## src/rtl/ahb_lite_word_master_if.sv

```systemverilog
// ahb_lite_word_master_if: command, write-FIFO, read-data and AHB-lite master signal bundle
interface ahb_lite_word_master_if;
  logic        I_CMD_VALID;
  logic        O_CMD_READY;
  logic        I_CMD_WRITE;
  logic [31:0] I_CMD_ADDR;
  logic [3:0]  I_CMD_LEN;
  logic [31:0] I_WDATA;
  logic        O_WPOP;
  logic [31:0] O_RDATA;
  logic        O_RDATA_VALID;
  logic        O_DONE;
  logic        O_ERR;
  logic [31:0] O_HADDR;
  logic [1:0]  O_HTRANS;
  logic        O_HWRITE;
  logic [2:0]  O_HSIZE;
  logic [2:0]  O_HBURST;
  logic [3:0]  O_HPROT;
  logic        O_HMASTLOCK;
  logic [31:0] O_HWDATA;
  logic [31:0] I_HRDATA;
  logic        I_HREADY;
  logic        I_HRESP;
  modport master (
    input  I_CMD_VALID, I_CMD_WRITE, I_CMD_ADDR, I_CMD_LEN, I_WDATA, I_HRDATA, I_HREADY, I_HRESP,
    output O_CMD_READY, O_WPOP, O_RDATA, O_RDATA_VALID, O_DONE, O_ERR, O_HADDR, O_HTRANS,
           O_HWRITE, O_HSIZE, O_HBURST, O_HPROT, O_HMASTLOCK, O_HWDATA
  );
  modport slave (
    output I_CMD_VALID, I_CMD_WRITE, I_CMD_ADDR, I_CMD_LEN, I_WDATA, I_HRDATA, I_HREADY, I_HRESP,
    input  O_CMD_READY, O_WPOP, O_RDATA, O_RDATA_VALID, O_DONE, O_ERR, O_HADDR, O_HTRANS,
           O_HWRITE, O_HSIZE, O_HBURST, O_HPROT, O_HMASTLOCK, O_HWDATA
  );
endinterface

```

## src/rtl/ahb_lite_word_master.sv

```systemverilog
// ahb_lite_word_master: command handshake to pipelined word AHB-lite single/INCR bursts
module ahb_lite_word_master (
  input logic                    I_HCLK,
  input logic                    I_HRESETn,
  ahb_lite_word_master_if.master bus
);
  typedef enum logic [2:0] {S_IDLE, S_ADDR, S_BURST, S_LAST, S_ERR, S_DONE} state_t;
  state_t      r_state;
  logic [31:0] r_haddr, r_hwdata;
  logic [1:0]  r_htrans;
  logic [4:0]  r_addr_left, r_data_left;
  logic        r_hwrite, r_hburst, r_dphase, r_done, r_err;
  logic        w_err, w_cancel, w_a_acc, w_d_done;
  logic [31:0] w_next_addr;
  assign w_err       = r_dphase & bus.I_HRESP;
  assign w_cancel    = w_err & ~bus.I_HREADY;
  assign w_a_acc     = r_htrans[1] & bus.I_HREADY & ~w_err;
  assign w_d_done    = r_dphase & bus.I_HREADY & ~bus.I_HRESP;
  assign w_next_addr = r_haddr + 32'd4;
  assign bus.O_CMD_READY   = r_state == S_IDLE;
  assign bus.O_HTRANS      = w_cancel ? 2'b00 : r_htrans;
  assign bus.O_HADDR       = r_haddr;
  assign bus.O_HWRITE      = r_hwrite;
  assign bus.O_HSIZE       = 3'b010;
  assign bus.O_HBURST      = {2'b00, r_hburst};
  assign bus.O_HPROT       = 4'b0011;
  assign bus.O_HMASTLOCK   = 1'b0;
  assign bus.O_HWDATA      = r_hwdata;
  assign bus.O_WPOP        = w_a_acc & r_hwrite;
  assign bus.O_RDATA       = bus.I_HRDATA;
  assign bus.O_RDATA_VALID = w_d_done & ~r_hwrite;
  assign bus.O_DONE        = r_done;
  assign bus.O_ERR         = r_err;
  always_ff @(posedge I_HCLK or negedge I_HRESETn)
    if (!I_HRESETn) begin
      r_state     <= S_IDLE;
      r_haddr     <= '0;
      r_hwdata    <= '0;
      r_htrans    <= 2'b00;
      r_addr_left <= '0;
      r_data_left <= '0;
      r_hwrite    <= 1'b0;
      r_hburst    <= 1'b0;
      r_dphase    <= 1'b0;
      r_done      <= 1'b0;
      r_err       <= 1'b0;
    end else
      case (r_state)
        S_IDLE:
          if (bus.I_CMD_VALID) begin
            r_state     <= S_ADDR;
            r_hwrite    <= bus.I_CMD_WRITE;
            r_haddr     <= {bus.I_CMD_ADDR[31:2], 2'b00};
            r_htrans    <= 2'b10;
            r_hburst    <= |bus.I_CMD_LEN;
            r_addr_left <= {1'b0, bus.I_CMD_LEN} + 5'd1;
            r_data_left <= {1'b0, bus.I_CMD_LEN} + 5'd1;
            r_dphase    <= 1'b0;
          end
        S_ERR: begin
          r_state <= S_DONE;
          r_done  <= 1'b1;
          r_err   <= 1'b1;
        end
        S_DONE: begin
          r_state <= S_IDLE;
          r_done  <= 1'b0;
          r_err   <= 1'b0;
        end
        default:
          if (w_err) begin
            r_state  <= S_ERR;
            r_htrans <= 2'b00;
            r_dphase <= 1'b0;
          end else begin
            // a new 1 KB page must restart with NONSEQ
            if (w_a_acc) begin
              r_addr_left <= r_addr_left - 5'd1;
              r_haddr     <= w_next_addr;
              r_htrans    <= r_addr_left == 5'd1 ? 2'b00 : w_next_addr[9:0] == 10'd0 ? 2'b10 : 2'b11;
              r_state     <= r_addr_left == 5'd1 ? S_LAST : S_BURST;
            end
            if (w_a_acc & r_hwrite) r_hwdata <= bus.I_WDATA;
            if (w_a_acc | w_d_done) r_dphase <= w_a_acc;
            if (w_d_done) begin
              r_data_left <= r_data_left - 5'd1;
              if (r_data_left == 5'd1) begin
                r_state  <= S_DONE;
                r_done   <= 1'b1;
                r_htrans <= 2'b00;
              end
            end
          end
      endcase
endmodule

```

## src/flat_wrapper.sv

```systemverilog
// flat-port wrapper written by rule: the top's interface ports become plain ports
module ahb_lite_word_master_flat 
  (I_HCLK, I_HRESETn, bus_I_CMD_VALID, bus_I_CMD_WRITE, bus_I_CMD_ADDR, bus_I_CMD_LEN, bus_I_WDATA, bus_I_HRDATA, bus_I_HREADY, bus_I_HRESP, bus_O_CMD_READY, bus_O_WPOP, bus_O_RDATA, bus_O_RDATA_VALID, bus_O_DONE, bus_O_ERR, bus_O_HADDR, bus_O_HTRANS, bus_O_HWRITE, bus_O_HSIZE, bus_O_HBURST, bus_O_HPROT, bus_O_HMASTLOCK, bus_O_HWDATA);
  ahb_lite_word_master_if bus_i ();
  input logic I_HCLK;
  input logic I_HRESETn;
  input wire logic [$bits(bus_i.I_CMD_VALID)-1:0] bus_I_CMD_VALID;
  input wire logic [$bits(bus_i.I_CMD_WRITE)-1:0] bus_I_CMD_WRITE;
  input wire logic [$bits(bus_i.I_CMD_ADDR)-1:0] bus_I_CMD_ADDR;
  input wire logic [$bits(bus_i.I_CMD_LEN)-1:0] bus_I_CMD_LEN;
  input wire logic [$bits(bus_i.I_WDATA)-1:0] bus_I_WDATA;
  input wire logic [$bits(bus_i.I_HRDATA)-1:0] bus_I_HRDATA;
  input wire logic [$bits(bus_i.I_HREADY)-1:0] bus_I_HREADY;
  input wire logic [$bits(bus_i.I_HRESP)-1:0] bus_I_HRESP;
  output wire logic [$bits(bus_i.O_CMD_READY)-1:0] bus_O_CMD_READY;
  output wire logic [$bits(bus_i.O_WPOP)-1:0] bus_O_WPOP;
  output wire logic [$bits(bus_i.O_RDATA)-1:0] bus_O_RDATA;
  output wire logic [$bits(bus_i.O_RDATA_VALID)-1:0] bus_O_RDATA_VALID;
  output wire logic [$bits(bus_i.O_DONE)-1:0] bus_O_DONE;
  output wire logic [$bits(bus_i.O_ERR)-1:0] bus_O_ERR;
  output wire logic [$bits(bus_i.O_HADDR)-1:0] bus_O_HADDR;
  output wire logic [$bits(bus_i.O_HTRANS)-1:0] bus_O_HTRANS;
  output wire logic [$bits(bus_i.O_HWRITE)-1:0] bus_O_HWRITE;
  output wire logic [$bits(bus_i.O_HSIZE)-1:0] bus_O_HSIZE;
  output wire logic [$bits(bus_i.O_HBURST)-1:0] bus_O_HBURST;
  output wire logic [$bits(bus_i.O_HPROT)-1:0] bus_O_HPROT;
  output wire logic [$bits(bus_i.O_HMASTLOCK)-1:0] bus_O_HMASTLOCK;
  output wire logic [$bits(bus_i.O_HWDATA)-1:0] bus_O_HWDATA;
  assign bus_i.I_CMD_VALID = bus_I_CMD_VALID;
  assign bus_i.I_CMD_WRITE = bus_I_CMD_WRITE;
  assign bus_i.I_CMD_ADDR = bus_I_CMD_ADDR;
  assign bus_i.I_CMD_LEN = bus_I_CMD_LEN;
  assign bus_i.I_WDATA = bus_I_WDATA;
  assign bus_i.I_HRDATA = bus_I_HRDATA;
  assign bus_i.I_HREADY = bus_I_HREADY;
  assign bus_i.I_HRESP = bus_I_HRESP;
  assign bus_O_CMD_READY = bus_i.O_CMD_READY;
  assign bus_O_WPOP = bus_i.O_WPOP;
  assign bus_O_RDATA = bus_i.O_RDATA;
  assign bus_O_RDATA_VALID = bus_i.O_RDATA_VALID;
  assign bus_O_DONE = bus_i.O_DONE;
  assign bus_O_ERR = bus_i.O_ERR;
  assign bus_O_HADDR = bus_i.O_HADDR;
  assign bus_O_HTRANS = bus_i.O_HTRANS;
  assign bus_O_HWRITE = bus_i.O_HWRITE;
  assign bus_O_HSIZE = bus_i.O_HSIZE;
  assign bus_O_HBURST = bus_i.O_HBURST;
  assign bus_O_HPROT = bus_i.O_HPROT;
  assign bus_O_HMASTLOCK = bus_i.O_HMASTLOCK;
  assign bus_O_HWDATA = bus_i.O_HWDATA;
  ahb_lite_word_master u_core (.I_HCLK(I_HCLK), .I_HRESETn(I_HRESETn), .bus(bus_i));
endmodule
```

## config.mk

```make
export PLATFORM = sky130hd
export DESIGN_NAME = ahb_lite_word_master_flat
export DESIGN_NICKNAME = d
export VERILOG_FILES = /design/src/rtl/ahb_lite_word_master_if.sv /design/src/rtl/ahb_lite_word_master.sv /design/src/flat_wrapper.sv
export SDC_FILE = /design/constraint.sdc
export NUM_CORES = 1
export LEC_CHECK = 0
export ABC_AREA = 1
export BUFFER_PORTS_ARGS = -buffer_cell sky130_fd_sc_hd__buf_2
export CAP_MARGIN = 5
export CORE_UTILIZATION = 40
export CTS_BUF_LIST = sky130_fd_sc_hd__clkbuf_8
export CTS_CLUSTER_SIZE = 20
export DETAILED_ROUTE_END_ITERATION = 8
export HOLD_SLACK_MARGIN = 0.08
export PLACE_DENSITY_LB_ADDON = 0.08
export SYNTH_ARGS = -nofsm -noshare
export SYNTH_HDL_FRONTEND = slang
export SYNTH_SLANG_ARGS = --single-unit
```

## constraint.sdc

```tcl
create_clock -name I_HCLK -period 1.5 [get_ports I_HCLK]
set_input_delay 0.15 -clock I_HCLK [delete_from_list [all_inputs] [get_ports I_HCLK]]
set_output_delay 0.15 -clock I_HCLK [all_outputs]
set_load 0.02 [all_outputs]
```

Yosys cells after proc, flatten, opt, wreduce, memory -nomap -nowiden
Cells that the tools add are included.
W data, S select, Z words.
- bits in registers: 84
- input bits: 106
- output and inout bits: 115
- logic and storage cells: 92
- add/subtract/negate cells: 4
- equal/unequal tests: 7
- mux-type cells: 36
- bitwise operators: 16
- reductions and logical operators: 18
- operators by type and width (kind ; count):
    $mux W32 ; 3
    $pmux W32 S2 ; 1
    $add A32 B3 Y32 const B ; 1
    $mux W5 ; 5
    $pmux W5 S2 ; 2
    $mux W3 ; 5
    $mux W2 ; 7
    $reduce_and A4 Y1 ; 3
    $eq A5 B1 Y1 const B ; 2
    $logic_not A10 Y1 ; 1
    $sub A5 B1 Y5 const B ; 2
    $pmux W3 S3 ; 1
    $reduce_bool A3 Y1 ; 3
    $and A1 B1 Y1 ; 8
    $mux W1 ; 8
    $not A1 Y1 ; 7
    $eq A3 B3 Y1 const B ; 2
    $reduce_and A3 Y1 ; 2
    $reduce_bool A2 Y1 ; 3
    $add A4 B1 Y5 const B ; 1
    $ne A2 B2 Y1 const B ; 2
    $pmux W1 S2 ; 2
    $pmux W2 S2 ; 1
    $reduce_and A2 Y1 ; 2
    other kinds (7) ; 7

Depth between registers and ports, before layout
Gate-level depths: netlist (run 1).
- depth in word-level cells: 9
- gate-level depth with buffers: 11

Worst setup path after synthesis (run 1)
No wires, ideal clock.
- path type: flip-flop to flip-flop
- from: register u_core.r_haddr[2] (netlist: u_core.bus.O_HADDR[2])
- to: register u_core.r_haddr[28] (netlist: u_core.bus.O_HADDR[28])
- arrival: 1584 ps
- data required time: 1383 ps
- slack: -201 ps
- stages on the path, launching flop included: 11
- buffers on the path: 0
- period minus slack after synthesis: 1701 ps
- cells stage by stage: dfrtp_1 > ha_1 > nand2_1 > nor2_2 > nand2_2 > nor2_1 > nand2_1 > nand2_1 > nand3_1 > nand2_1 > nand2_1
- cells in the longest elaborated chain, start to end: 4
- RTL lines (what ; RTL line ; source):
    from (decl) ; ahb_lite_word_master.sv:9 ; logic [31:0] r_haddr, r_hwdata;
    from (signal assigned) ; ahb_lite_word_master.sv:53 ; r_haddr <= {bus.I_CMD_ADDR[31:2], 2'b00};
    from (signal assigned) ; ahb_lite_word_master.sv:79 ; r_haddr <= w_next_addr;
    $add A32 B3 Y32 ; ahb_lite_word_master.sv:19 ; assign w_next_addr = r_haddr + 32'd4;
    $mux W32 ; ahb_lite_word_master.sv:77 ; if (w_a_acc) begin
    $mux W32 ; ahb_lite_word_master.sv:71 ; if (w_err) begin
    $pmux W32 S2 ; ahb_lite_word_master.sv:48 ; case (r_state)
No other way between the ends. The select of a mux whose other input is x is not followed.
A chain may end at the register's enable or synchronous reset.

Worst setup path in the final report (run 1)
- from: register u_core.r_state[1]
- to: output bus_O_CMD_READY
- cells in the longest elaborated chain, start to end: 1
- RTL lines (what ; RTL line ; source):
    from (decl) ; ahb_lite_word_master.sv:8 ; state_t r_state;
    from (signal assigned) ; ahb_lite_word_master.sv:81 ; r_state <= r_addr_left == 5'd1 ? S_LAST : S_BURST;
    $logic_not A3 Y1 ; ahb_lite_word_master.sv:20 ; assign bus.O_CMD_READY = r_state == S_IDLE;
    to (decl) ; flat_wrapper.sv:15 ; output wire logic [$bits(bus_i.O_CMD_READY)-1:0] bus_O_CMD_READY;
No other way between the ends.

==> impl_metrics.ini, run 1 <==
[layout]
fin_cells = 1099
multi_input_area_um2 = 2750
final_layout_size_suffix_gt1_share_pct = 34.6
layout_common_cells = 215 x nand2_1, 138 x buf_2, 89 x nor2_1
nets = 1035
layout_commonest_cell = nand2_1
antenna_cells = 0
syn2layout_area_growth_pct = 37.7
nFillCells = 1215
seqCellArea_um2 = 2060

[critical_path]
worstSetupPathType = register to primary output
crit_path_start_kind = register
end_kind = primary output
required_ns = 1.35
r2r_end = u_core.bus.O_HADDR[10]$_DFFE_PN0P_
reg2reg_from = u_core.r_state[1]$_DFFE_PN0N_
rr_worst_depth = 11
r2r_setup_slack_ns = -0.02
cp.arrival_ns = 1.41
cp_max_fo = 4
startpoint = u_core.r_state[1]$_DFFE_PN0N_

[logic_synthesis]
synthMuxAreaShare_pct = 8.89
synth_warnings = 0
ys_seq_elements = 82
synth_compound_area_share_pct = 5.72
ys_seq_area_share_pct = 38.6
yosys.area_share.simple_pct = 31.1
synthXorXnorAreaFrac_pct = 0.988
synthAdderAreaFrac_pct = 1.65
ys.flop_type = dfrtp_1
synth_top_area_cell = dfrtp_1
async_flop_share_pct = 100
synthTopCellsByArea = dfrtp_1 39%, nand2_1 15%, mux2_4 8.5%
synth-edff-count = 0
synth_top_family_by_area = simple AND/OR/NAND/NOR gates
syn_inst = 708
netlist_area_um2 = 5320
synth.avg_cell_area_um2 = 7.51
ys_types = 32
synth_top_area_share_pct = 38.6

[worst_hold_path]
min_path_type = input port to register
hold_path_depth = 5
hold_path_end = u_core.bus.O_HADDR[20]$_DFFE_PN0P_
hold_start = bus_I_CMD_ADDR[20]

[status]
status = finished, violations left
violations = negative setup slack

[route]
initialDrtViolationCount = 281
drc = 0
final_antenna_net_count = 0
first_pass_iters = 4
drt_wl_total_um = 15000
via_count = 5164
wl_per_cell_um = 13.7
routed_via_density = 4.70

[grt]
grt_usage_pct = 22.0
grt_overflow = 0
first_global_vias = 4978
antenna_found_initial = 0
grt_start_max_net_pins = 40
grt_pass1_wl_um = 24400

[cts]
cts.clk_slew.worst_paths_ns = 0.09
cts_root_buffer = clkbuf_8
clockBufferDepth = 2
numCtsBuffers = 9
insertion_delay_ns = 0.37
tritoncts = done
clock_sink_count = 82
h-tree-depth = 3

[sta]
drv_slew = 0
setup_ws_ns = -0.0574
clock.fmax_mhz = 642
period_needed_ns = 1.56
fin_crit_sh_pct = 104
hold_viol = 0
worst_clock_skew_ns = 0.00844
hold_ws_ns = 0.104
rsz0062_at_grt = yes
setup_violations = 27

[floorplan]
core_area_um2 = 12800
dieArea_um2 = 13800
rows = 41
die_h_um = 117
pin_count = 221
start_util_pct = 41.6
chipWidth_um = 117

[placed_design]
dp_cells = 1029
gp_congestion = 0.902
portBuffers = 142
hpwl_um = 10800

[pwr]
ir_worst_vdd_v = 0.000982
p_per_area_nw_per_um2 = 2120
p_leak_nw = 3.86

[run]
drv_cap = 0
## area by class of cell
cell class	count	area share (%)
flip-flops and latches	82	28.1
well taps	172	2.94
multi-input cells	513	37.6
clock inverters	5	0.530
inverters	60	3.14
repair buffers	256	25.6
clock buffers	11	2.07
## per-layer routing
| metal | part of all wire, % | GRT usage [%] | vias up | wire (um) |
|---|---|---|---|---|
| met5 | 0 | 0 | - | 0 |
| met4 | 2.7 | 10.4 | 0 | 411 |
| met3 | 3.6 | 3.11 | 34 | 542 |
| met2 | 48 | 36.1 | 121 | 7240 |
| met1 | 45 | 28.4 | 2415 | 6820 |
| li1 | - | - | 2594 | - |
## worst max-delay path, stage by stage, from the launching register on
cell and delay, ns:
dfrtp_1 0.41, inv_2 0.11, nand2_4 0.08, nor2_4 0.13, buf_12 0.12, buf_12 0.09
buf_8 0.10
## state kept, by name, summed over array words and instances (netlist names), 2 cells and up
name / count
u_core.bus.O_HADDR: 30
u_core.bus.O_HWDATA: 32
u_core.r_addr_left: 5
u_core.r_data_left: 5
u_core.r_htrans: 2
u_core.r_state: 3
## through the flow
step	total power, mW	instance area [um^2]	setup slack (ns)	TNS (ns)	util [%]
2_1_floorplan	9.88	5390	0.00565	0	-
3_3_place_gp	12.6	6380	-0.0259	-0.0765	49.9
3_5_place_dp	12.8	6380	-0.0426	-0.153	49.9
4_1_cts	14.9	7100	-0.0275	-0.255	55.6
5_1_grt	16.8	7320	-0.116	-5.68	57.3
6_report	15.5	7320	-0.0574	-0.234	57.3
## where the power goes
part / switching, mW / internal (mW)
registers: 0.930 / 3.32
clock network: 0.883 / 0.698
logic: 5.31 / 4.36
total: 7.13 / 8.37
## timing repair
action | in CTS | in global routing
gates resized for setup | 23 | 42
gates cloned | 1 | 3
setup endpoints to repair | 23 | 73
setup buffers | 5 | 8
pin swaps | 5 | 21
endpoints found under the hold margin | 81 | 0
hold buffers | 38 | 0
## worst max path at each step
stage / to / slack [ns] / depth (start not counted)
after floorplan: u_core.bus.O_HADDR[14]$_DFFE_PN0P_ / 0.006 / 10
after CTS: u_core.bus.O_HADDR[11]$_DFFE_PN0P_ / -0.03 / 11
after detailed placement: u_core.r_htrans[0]$_DFFE_PN0P_ / -0.04 / 10
final: bus_O_CMD_READY / -0.06 / 6
after global routing: u_core.bus.O_HADDR[8]$_DFFE_PN0P_ / -0.12 / 11
after global placement: u_core.r_htrans[0]$_DFFE_PN0P_ / -0.03 / 10
## synth_stat cells (3+ instances only)
cell,instances
o21ai_1,7
xnor2_1,3
nand2_1,218
buf_4,51
nand4_1,5
dfrtp_1,82
nand2_4,3
nand3_1,45
inv_1,56
a21oi_1,4
nand2_2,7
o21ai_0,39
mux2_4,30
inv_2,4
buf_2,8
nor2_1,113
xor2_1,3
buf_6,3
ha_1,7
## logic make-up after synthesis
group | after synthesis
AND/OR/NAND/NOR | 400
buffers and inverters | 123
flip-flops | 82
AO/OA/AOI/OAI | 56
multiplexers | 32
adder cells (fa/ha/maj) | 7
XOR/XNOR | 6
other | 2
No activity file was read; power rests on OpenSTA's default activity.
==> run 2, diff against run 1 <==
--- a/config.mk
+++ b/config.mk
@@ -9,3 +9,2 @@
 export BUFFER_PORTS_ARGS = -buffer_cell sky130_fd_sc_hd__buf_2
-export CAP_MARGIN = 5
 export CORE_UTILIZATION = 40
@@ -16,2 +15,3 @@
 export PLACE_DENSITY_LB_ADDON = 0.08
+export RECOVER_POWER = 25
 export SYNTH_ARGS = -nofsm -noshare
==> constraint.sdc (replaced) <==
create_clock -name I_HCLK -period 1.5 [get_ports I_HCLK]
set_input_delay 0.3 -clock I_HCLK [delete_from_list [all_inputs] [get_ports I_HCLK]]
set_output_delay 0.3 -clock I_HCLK [all_outputs]
set_load 0.02 [all_outputs]
==> run 2 against run 1 <==
  * The run still ends with negative setup slack left
  * Sequential share of layout area shrank 0.072 points
  * Clock skew increased by 0.0044 ns
  * Hold slack better by 0.048 ns
  * Clock power grew 8%
  * Utilization is 0.32 points higher
  * Critical path type unchanged
  * Largest power group unchanged
==> impl_metrics.ini, run 2 (synthesized netlist as in run 1, its figures left out) <==
[critical_path]
end_kind = primary output
required_ns = 1.20
cp_cell_sequence = nand2_4 -> buf_6 -> o21a_1 -> buf_6
cp_common_cell = buf_6
crit_path_start_kind = register
cp_max_fo = 3
max_stage_delay_ns = 0.43
cp.arrival_ns = 1.31
worstSetupPathType = register to primary output
critPathSlowestCell = dfrtp_1

[route]
drt_wl_total_um = 15700
routed_via_density = 4.81
first_pass_iters = 4
initialDrtViolationCount = 278
final_antenna_net_count = 0
drc = 0
via_count = 5185
wl_per_cell_um = 14.5

[layout]
layout_common_cells = 195 x nand2_1, 135 x buf_2, 78 x nor2_1
nFillCells = 1221
seqCellArea_um2 = 2060
nets = 1014
final_util_pct = 57.6
multi_input_area_um2 = 2960
stdcell_area_um2 = 7360
syn2layout_area_growth_pct = 38.4
antenna_cells = 0
layout_commonest_cell = nand2_1
largest_register_ffs = 32
final_layout_size_suffix_gt1_share_pct = 41.5

[status]
status = finished, violations left
violations = negative setup slack

[grt]
grt_pass1_wl_um = 25100
gr-usage-met3_pct = 4.33
grt_usage_pct = 23.0
met1_usage_pct = 29.0
grt_start_max_net_pins = 46
first_global_vias = 5014
antenna_found_initial = 0
use_met2_pct = 38.9
busiest_layer = met2
grt_overflow = 0

[sta]
hold_viol = 0
rsz0062_at_grt = yes
fin_crit_sh_pct = 107
worst_clock_skew_ns = 0.0128
worst_slew_pin_slew_ns = 0.716
drv_slew = 0
clock.fmax_mhz = 622
slew_headroom_pct = 52.3
setup_violations = 61
period_needed_ns = 1.61
setup_ws_ns = -0.109

[pwr]
seqPwrFrac_pct = 25.5
ir_worst_vdd_v = 0.00105
p_comb_share_pct = 64.4
clkPwrFrac_pct = 10.2
intPower_mw = 9.14
p_per_area_nw_per_um2 = 2290
swShare_pct = 45.8
p_switching_mw = 7.71
p_leak_nw = 3.87

[placed_design]
place_area_um2 = 6370
gp_congestion = 0.908
portBuffers = 142
hpwl_um = 11000
dp_slack_ns = -0.0353

[worst_hold_path]
min_path_type = input port to register

[cts]
clock_sink_count = 82
cts.clk_slew.worst_paths_ns = 0.09
cts_root_buffer = clkbuf_8
insertion_delay_ns = 0.37
clockBufferDepth = 2
h-tree-depth = 3
tritoncts = done
numCtsBuffers = 9

[floorplan]
start_util_pct = 41.6
core_area_um2 = 12800
dieArea_um2 = 13800
rows = 41
die_h_um = 117
chipWidth_um = 117
pin_count = 221

[run]
drv_cap = 0
run 2: path summary, 6_finish.rpt:
kind / slack, ns / to / depth (start not counted) / from
min in group asynchronous: 0.51 / u_core.bus.O_HADDR[10]$_DFFE_PN0P_ / 2 / I_HRESETn
worst max-delay path: -0.11 / bus_O_HTRANS[0] / 4 / u_core.r_dphase$_DFFE_PN0P_
worst min register to register: 0.50 / u_core.bus.O_ERR$_DFFE_PN0P_ / 2 / u_core.bus.O_ERR$_DFFE_PN0P_
worst min-delay path: 0.15 / u_core.bus.O_HWDATA[30]$_DFFE_PN0P_ / 2 / bus_I_WDATA[30]
max in group asynchronous: 0.29 / u_core.bus.O_HWDATA[21]$_DFFE_PN0P_ / 3 / I_HRESETn
worst max register to register: -0.09 / u_core.bus.O_HWDATA[13]$_DFFE_PN0P_ / 8 / u_core.r_state[1]$_DFFE_PN0N_
run 2: area by class of cell:
class                   instances  area share (%)
repair buffers                235            23.0
clock buffers                  10            1.87
multi-input cells             513            40.2
well taps                     172            2.92
flip-flops and latches         82            28.0
inverters                      60            3.13
clock inverters                 6           0.884
run 2: power groups by stage:
| stage | Combinational, mW | Clock [mW] | Sequential, mW |
|---|---|---|---|
| 2_1_floorplan | 4.67 | 0 | 5.21 |
| 3_3_place_gp | 8.40 | 0 | 4.21 |
| 3_5_place_dp | 8.53 | 0 | 4.26 |
| 4_1_cts | 10.5 | 1.77 | 4.24 |
| 5_1_grt | 11.9 | 1.87 | 4.44 |
| 6_report | 10.8 | 1.71 | 4.29 |
run 2: routing by layer:
metal | share of wire (%) | vias up
met4 | 2.2 | 0
met2 | 50 | 137
met3 | 4.4 | 32
met5 | 0 | -
met1 | 43 | 2463
li1 | - | 2553
run 2: metrics by stage:
step	TNS (ns)	hold slack (ns)	cells	total power, mW
2_1_floorplan	0	0.00441	718	9.88
3_3_place_gp	-0.0331	0.236	1029	12.6
3_5_place_dp	-0.101	0.236	1029	12.8
4_1_cts	-1.25	0.132	1071	16.5
5_1_grt	-9.69	0.128	1078	18.2
6_report	-3.02	0.152	1078	16.8
run 2: timing repair:
item	CTS	global route
pin swaps	19	38
setup buffers	19	11
hold endpoints to repair	20	0
hold buffers	1	0
endpoints found under the setup margin	23	82
cloned	6	2
resized for setup	61	89
run 2: critical path, delay by kind of cell, from the launching register on:
kind	cells	cell delay (ns)
DFF	1	0.43
and+or+nand+nor	1	0.08
buffers and inverters	2	0.25
AOI/OAI and AO/OA	1	0.18
==> run 3, diff against run 2 <==
MAX_ROUTING_LAYER = met4   (was unset)
==> run 3 against run 2 <==
  * The flow still finishes with violations (negative setup slack)
  * Power is 2.5% lower
  * Clock power about the same
  * Clock skew grew 0.0019 ns
  * Sequential cell count unchanged
==> impl_metrics.ini, run 3 (synthesized netlist as in run 1, its figures left out) <==
[placed_design]
dp_slack_ns = -0.0368
place_area_um2 = 6380
gp_congestion = 0.915
dp_cells = 1031
portBuffers = 142
hpwl_um = 10900

[sta]
setup_violations = 70
clock.fmax_mhz = 621
worst_slew_pin_slew_ns = 0.731
setup_ws_ns = -0.111
hold_viol = 0
fin_crit_sh_pct = 107
finalSetupTns_ns = -4.90
worst_clock_skew_ns = 0.0147
hold_ws_ns = 0.135
drv_slew = 0
period_needed_ns = 1.61
rsz0062_at_grt = yes
slew_headroom_pct = 51.2

[layout]
syn2layout_area_growth_pct = 35.8
layout_commonest_cell = nand2_1
stdcell_area_um2 = 7220
final_util_pct = 56.5
fin_cells = 1078
largest_register_ffs = 32
multi_input_area_um2 = 2830
antenna_cells = 0
seqCellArea_um2 = 2060
layout_common_cells = 209 x nand2_1, 136 x buf_2, 87 x nor2_1
final_layout_size_suffix_gt1_share_pct = 38.6
nFillCells = 1217
nets = 1014

[pwr]
p_leak_nw = 3.84
ir_worst_vdd_v = 0.00109
p_per_area_nw_per_um2 = 2270
power_mw = 16.4

[critical_path]
crit_path_start_kind = register
worstSetupPathType = register to register
cp.arrival_ns = 1.88
r2r_end = u_core.bus.O_HADDR[27]$_DFFE_PN0P_
reg2reg_from = u_core.r_state[2]$_DFFE_PN0N_
r2r_setup_slack_ns = -0.11
cp_max_fo = 11
end_kind = register
required_ns = 1.77
rr_worst_depth = 12

[run]
drv_cap = 0

[route]
first_pass_iters = 4
via_count = 5081
initialDrtViolationCount = 200
drc = 0
met1Wirelength_um = 6920
wl_per_cell_um = 14.1
wl_met3_um = 647
top_layer_used = met4
drt_wl_total_um = 15300
final_antenna_net_count = 0
wl_met2_um = 7440
routed_via_density = 4.71

[floorplan]
pin_count = 221
rows = 41
chipWidth_um = 117
start_util_pct = 41.6
die_h_um = 117
core_area_um2 = 12800
dieArea_um2 = 13800

[status]
violations = negative setup slack
status = finished, violations left

[worst_hold_path]
min_path_type = input port to register
hold_start = bus_I_CMD_WRITE
hold_path_depth = 3
hold_path_end = u_core.bus.O_HWRITE$_DFFE_PN0P_

[cts]
clock_sink_count = 82
clockBufferDepth = 2
cts_root_buffer = clkbuf_8
numCtsBuffers = 9
insertion_delay_ns = 0.38
cts.clk_slew.worst_paths_ns = 0.09
h-tree-depth = 3
tritoncts = done

[grt]
grt_overflow = 0
grt_start_max_net_pins = 32
grt_pass1_wl_um = 24200
first_global_vias = 4881
antenna_found_initial = 0
grt_usage_pct = 22.7
[run 3: cell count changes in the layout (fill, tap and decap cells not counted), sizes merged]
cell	delta
buf	-2
clkbuf	+1
clkdlybuf4s15	+1
[run 3: layout make-up]
class	instances	share of cell area (%)
multi-input cells	513	39.2
well taps	172	2.98
inverters	60	3.15
repair buffers	235	23.4
clock buffers	10	1.91
flip-flops and latches	82	28.5
clock inverters	6	0.901
[run 3: worst max path at each step]
| stage | start | end | depth (start not counted) |
|---|---|---|---|
| 6_report | u_core.r_state[2]$_DFFE_PN0N_ | u_core.bus.O_HADDR[27]$_DFFE_PN0P_ | 12 |
| 2_1_floorplan | u_core.bus.O_HADDR[2]$_DFFE_PN0P_ | u_core.bus.O_HADDR[14]$_DFFE_PN0P_ | 10 |
| 5_1_grt | u_core.r_state[1]$_DFFE_PN0N_ | u_core.bus.O_HADDR[10]$_DFFE_PN0P_ | 13 |
| 3_5_place_dp | u_core.bus.O_HADDR[11]$_DFFE_PN0P_ | u_core.bus.O_HADDR[26]$_DFFE_PN0P_ | 9 |
| 4_1_cts | u_core.r_state[1]$_DFFE_PN0N_ | u_core.bus.O_HADDR[11]$_DFFE_PN0P_ | 12 |
| 3_3_place_gp | u_core.bus.O_HADDR[11]$_DFFE_PN0P_ | u_core.bus.O_HADDR[26]$_DFFE_PN0P_ | 9 |
[run 3: report_power, final]
group          internal, mW  switching, mW  total (mW)  leakage [nW]
Clock                 0.821          0.886        1.71         0.108
Combinational          4.82           5.67        10.5          2.73
Sequential             3.32          0.907        4.23          1.01
[run 3: metal layers]
metal | up-vias | global-route usage (%)
met1 | 2380 | 28.2
met3 | 23 | 3.36
met4 | 0 | 8.85
li1 | 2553 | -
met2 | 125 | 37.0
met5 | - | -
[run 3: repair_timing]
action,in CTS,in global routing
setup endpoints to repair,25,84
pin swaps,7,44
hold endpoints to repair,17,0
hold buffers,1,0
gates cloned,2,3
buffers inserted,13,16
resized for setup,24,81
[run 3: critical path: stages, from the launching register on]
cell       delay, ns
dfrtp_1         0.42
buf_6           0.13
nor2_4          0.12
buf_6           0.12
nand2_4         0.05
nand2_4         0.09
inv_4           0.04
nand2_4         0.10
buf_4           0.14
clkbuf_16       0.15
nor2_1          0.05
nand2_1         0.06
nand2_1         0.04
